<file path="src/rtl/fifo_rd_stream.sv">
// Drains a synchronous read-latency-1 FIFO into a valid/ready stream with m_last packet framing.
// Optional macro FIFO_RD_STREAM_WORD_CNT_EN enables the 16-bit accepted-word counter on word_cnt.
module fifo_rd_stream #(
  parameter int WIDTH   = 8,
  parameter int PKT_LEN = 16
) (
  input  logic             clk,
  input  logic             rst,
  input  logic             fifo_empty,
  output logic             fifo_rd_en,
  input  logic [WIDTH-1:0] fifo_dout,
  output logic             m_valid,
  input  logic             m_ready,
  output logic [WIDTH-1:0] m_data,
  output logic             m_last,
  output logic [15:0]      word_cnt
);

  localparam logic [15:0] LAST_IDX = 16'(PKT_LEN - 1);

  logic [WIDTH-1:0] buf_q [2];
  logic [WIDTH-1:0] buf_d [2];
  logic [1:0]       occ_q, occ_d;
  logic             inflight_q;
  logic [15:0]      pkt_idx_q, pkt_idx_d;
  logic             pop;
  logic [1:0]       committed;

  assign m_valid = ~rst & (occ_q != 2'd0);
  assign pop     = m_valid & m_ready;
  assign m_data  = buf_q[0];
  assign m_last  = m_valid & (pkt_idx_q == LAST_IDX);

  // Slots already owned by buffered or in-flight words once this cycle's pop leaves.
  assign committed  = occ_q + {1'b0, inflight_q} - {1'b0, pop};
  assign fifo_rd_en = ~rst & ~fifo_empty & (committed < 2'd2);

  // NOTE: combinational next-state uses blocking '=' with every output defaulted first,
  // so the later in-flight write sees the post-pop occupancy and no latch is inferred.
  always_comb begin
    buf_d     = buf_q;
    occ_d     = occ_q;
    pkt_idx_d = pkt_idx_q;
    if (pop) begin
      buf_d[0]  = buf_q[1];
      occ_d     = occ_q - 2'd1;
      pkt_idx_d = (pkt_idx_q == LAST_IDX) ? 16'd0 : pkt_idx_q + 16'd1;
    end
    if (inflight_q) begin
      buf_d[occ_d[0]] = fifo_dout;
      occ_d           = occ_d + 2'd1;
    end
  end

  always_ff @(posedge clk) begin
    if (rst) begin
      occ_q      <= 2'd0;
      inflight_q <= 1'b0;
      pkt_idx_q  <= 16'd0;
    end else begin
      occ_q      <= occ_d;
      inflight_q <= fifo_rd_en;
      pkt_idx_q  <= pkt_idx_d;
    end
  end

  // NOTE: data storage is deliberately not reset; occ_q alone decides which entries are live.
  always_ff @(posedge clk) begin
    buf_q <= buf_d;
  end

`ifdef FIFO_RD_STREAM_WORD_CNT_EN
  logic [15:0] word_cnt_q;

  always_ff @(posedge clk) begin
    if (rst)      word_cnt_q <= 16'd0;
    else if (pop) word_cnt_q <= word_cnt_q + 16'd1;
  end

  assign word_cnt = rst ? 16'd0 : word_cnt_q;
`else
  assign word_cnt = 16'd0;
`endif

endmodule
</file>
<file path="config.mk">
export PLATFORM = sky130hd
export DESIGN_NAME = fifo_rd_stream
export DESIGN_NICKNAME = d
export VERILOG_FILES = /design/src/rtl/fifo_rd_stream.sv
export SDC_FILE = /design/constraint.sdc
export NUM_CORES = 1
export LEC_CHECK = 0
export CORE_MARGIN = 4
export CORE_UTILIZATION = 35
export DETAILED_ROUTE_END_ITERATION = 8
export DONT_BUFFER_PORTS = 1
export PLACE_DENSITY_LB_ADDON = 0.15
export SLEW_MARGIN = 20
export SYNTH_ARGS = -nofsm -noshare
export SYNTH_HDL_FRONTEND = slang
export SYNTH_SLANG_ARGS = --single-unit
</file>
<file path="constraint.sdc">
create_clock -name clk -period 4.55 [get_ports clk]
set_input_delay 0.91 -clock clk [delete_from_list [all_inputs] [get_ports clk]]
set_output_delay 0.91 -clock clk [all_outputs]
set_load 0.02 [all_outputs]
</file>
==> reports/qor.log <==
[worst_setup_path] category of the worst setup path launch point flop
[global_routing] number of antenna violations at the first check in global routing 0
[placement] detailed placement HPWL 2930 um
[logic_synthesis] share of synthesized area occupied by flip-flops and latches 41.3%
[logic_synthesis] Syn Inst Count 209
[logic_synthesis] synth top area cells sky130_fd_sc_hd__dfxtp_1 29%, sky130_fd_sc_hd__edfxtp_1 13%, sky130_fd_sc_hd__buf_4 9.5%, sky130_fd_sc_hd__nor2_1 7.9%, sky130_fd_sc_hd__xnor2_1 6.0%
[logic_synthesis] Synth Area per Inst 9.05 um2
[power] total power divided by cell area 453 nW/um2
[timing] Worst-Margin Slew 1020 ps
[timing] final setup violation count 0
[die] Initial Util 36.6%
[timing] worst rel slew slack 32.2%
[timing] RSZ-0062 raised after global routing false
[worst_setup_path] worst flop-to-flop path endpoint pkt_idx_q[13]
[logic_synthesis] Simple-Gate Fraction of Synth Area 24.8%
[final_layout] area overhead of the layout relative to synthesis 0.265%
[logic_synthesis] dominant combinational cell family by area after synthesis simple AND/OR/NAND/NOR gates
[cts] TritonCTS Sinks 35
[logic_synthesis] compound-gate portion of the synthesized area 11.3%
[logic_synthesis] Seq cells post-synth 35
[worst_setup_path] destination of the critical timing path fifo_rd_en
[cts] CTS max path bufs 2
[die] area of the core 5170 um2
[global_routing] All-Layer GR Usage 13.6%
[cts] CTS root buf sky130_fd_sc_hd__clkbuf_8
[timing] Final Max Tran Viols 0
[placement] dpl cell area 1810 um2
[worst_setup_path] critical path required time 3640 ps
[global_routing] pin count of the biggest net entering global routing 17
[route] routed wire length 4130 um
[worst_setup_path] slowest cell on the critical path sky130_fd_sc_hd__or4b_4
[route] wire length per cell after detailed routing 15.2 um
[global_routing] number of global-route vias before repair 1385
[final_layout] layout cell share with drive strength beyond 1 8.96%
[logic_synthesis] top-count cell post-synth sky130_fd_sc_hd__nor2_1
[route] via total after detailed routing 1399
[worst_setup_path] worst-path maximum fanout 11
[timing] final worst path period need 3490 ps
[logic_synthesis] xor and xnor area share after synthesis 6.49%
[worst_setup_path] Reg2Reg Launch Point occ_q[0]
[timing] WHS 504 ps
[die] floorplan die area 6640 um2
[power] highest ir drop seen on vdd 0.141 mV
[timing] Worst Clk Skew 6.90 ps
[die] width of the chip 81.5 um
[timing] share of the cycle needed by the critical path after routing 76.8%
[worst_setup_path] CP cell instances inv_1 -> ha_1 -> or4b_4 -> o22ai_2 -> xnor2_1 -> nor3_1
[worst_setup_path] Worst EP arrival 2580 ps
[logic_synthesis] cell area after technology mapping 1890 um2
[status] outcome complete, no violations
[route] detailed-routing iteration count for the pre-antenna-repair pass 4
[route] initial DRC count 82
[final_layout] antenna fix cells 0
[cts] TritonCTS clock tree built
[run] max-cap check violation count 0
[logic_synthesis] Yosys warning total 0
[cts] clock network latency to the later pin of the worst-skew pair 280 ps
[global_routing] Remaining Overflow, GRT 0
[power] leakage 0.649 nW
[logic_synthesis] Yosys cell types 44
[placement] GP Congestion 0.837
[cts] maximum level of the CTS H-tree 2
[final_layout] fill count 534
[cts] post-cts sizing count 0
[worst_setup_path] worst setup slack for register-to-register paths 1900 ps
[worst_setup_path] worst stage delay on the critical path 600 ps
[timing] achievable frequency 286 MHz
[die] floorplan die height 81.5 um
[min_path] worst min-delay path category flop to flop
[timing] setup_tns 0 ps
[timing] setup slack of the critical path after layout 1060 ps
[worst_setup_path] Setup crit start occ_q[0]
[timing] final hold violations 0
[worst_setup_path] worst setup path category flop to primary output
[cts] Inserted Clock Buffers 5
[route] ratio of routed vias to standard cells 5.16
[logic_synthesis] portion of netlist area occupied by mux cells 0.529%
[route] number of design rule violations left after detail routing 0
[logic_synthesis] proportion of netlist area held by the largest area contributor 28.6%
[logic_synthesis] asr flop ratio synth 0%
[cts] Clk pin slew, worst setup/hold paths 70 ps
[cts] Post-CTS Hold Fix Bufs 0
[logic_synthesis] adder-cell share of the synthesized area 1.99%
[logic_synthesis] library cell with the largest summed area after synthesis sky130_fd_sc_hd__dfxtp_1
[final_layout] post-route standard cell area excluding fillers 1900 um2
[cts] # Post-CTS Setup Buffers 0
[placement] pre-CTS WS 1280 ps
[die] Core Rows 26
[worst_setup_path] Reg2Reg Depth 5
[logic_synthesis] most numerous cell types in the synthesized netlist 40 x sky130_fd_sc_hd__nor2_1, 27 x sky130_fd_sc_hd__dfxtp_1, 24 x sky130_fd_sc_hd__buf_4, 13 x sky130_fd_sc_hd__xnor2_1, 10 x sky130_fd_sc_hd__nand3_1
[global_routing] global-route wire length before repair 6870 um
[logic_synthesis] primary flip-flop cell chosen by synthesis mapping sky130_fd_sc_hd__dfxtp_1
[logic_synthesis] count of flip-flops with a built-in enable after synthesis 8
[worst_setup_path] CP endpoint kind primary output
[final_layout] Final Net Count 215
[route] Antenna Nets Post-Route 0
[placement] count of buffers from port buffering 0
[die] number of placed I/O pins 39
==> worst max-delay path, delay by kind of cell, from the launching register on <==
kind | cells | cell delay (ps)
DFF | 1 | 470
buffers and inverters | 1 | 120
xor gates and xnor gates | 1 | 100
adders and majority gates | 1 | 290
and+or+nand+nor | 2 | 1150
AOI/OAI and AO/OA | 1 | 190
==> cell usage in the layout, fill, tap and decap left out, types with 2 or more instances in the layout <==
cell type	instances
sky130_fd_sc_hd__inv_1	7
sky130_fd_sc_hd__nor3_1	9
sky130_fd_sc_hd__xnor2_1	13
sky130_fd_sc_hd__o311ai_0	2
sky130_fd_sc_hd__nand4_1	4
sky130_fd_sc_hd__clkbuf_8	5
sky130_fd_sc_hd__nand3_1	10
sky130_fd_sc_hd__conb_1	16
sky130_fd_sc_hd__a21o_1	3
sky130_fd_sc_hd__nor2_1	40
sky130_fd_sc_hd__clkbuf_1	2
sky130_fd_sc_hd__nor4_1	7
sky130_fd_sc_hd__ha_1	3
sky130_fd_sc_hd__o221a_2	6
sky130_fd_sc_hd__nand2_1	7
sky130_fd_sc_hd__edfxtp_1	8
sky130_fd_sc_hd__dfxtp_1	27
sky130_fd_sc_hd__o22a_1	6
==> cells by family after synthesis <==
logic type | Yosys count
adders and majority gates | 3
muxes | 1
AOI/OAI and AO/OA | 24
buffers and inverters | 39
other | 1
DFF | 35
and+or+nand+nor | 92
xor gates and xnor gates | 14
==> metal layers <==
layer	track usage (%)	wire, um
met1	15.2	1750
met2	23.4	2060
met3	4.61	257
met4	6.08	57
met5	0	0
==> cell type report <==
type | instances | area [um2] | share of cell area [%]
clock buffers | 7 | 76.3 | 4.03
clock inverters | 1 | 5.00 | 0.264
inverters | 7 | 26.3 | 1.39
multi-input cells | 150 | 912 | 48.1
flip-flops and latches | 35 | 781 | 41.2
well taps | 70 | 87.6 | 4.62
repair buffers | 1 | 7.51 | 0.396
==> how the worst min path moves through the flow <==
stage	from	end	slack (ps)	cells past startpoint
global placement	pkt_idx_q[15]	pkt_idx_q[15]	480	2
detailed placement	pkt_idx_q[1]	pkt_idx_q[1]	490	2
finish	pkt_idx_q[1]	pkt_idx_q[1]	500	2
global route	pkt_idx_q[1]	pkt_idx_q[1]	520	2
CTS	pkt_idx_q[1]	pkt_idx_q[1]	500	2
floorplan	pkt_idx_q[15]	pkt_idx_q[15]	450	2
==> metrics by stage <==
stage | util (%) | cells | power (W)
global placement | 35.1 | 263 | 0.000642
CTS | 36.6 | 271 | 0.000868
detailed placement | 35.1 | 263 | 0.000650
floorplan | - | 224 | 0.000676
global route | 36.6 | 271 | 0.000906
finish | 36.6 | 271 | 0.000859
==> power breakdown <==
part	internal, W	total, W	switching [W]
Sequential	0.000366	0.000460	0.0000935
Combinational	0.0000856	0.000180	0.0000940
Clock	0.000108	0.000220	0.000112
Total	0.000559	0.000859	0.000300
Note: power is estimated with default switching activity, not from simulation.
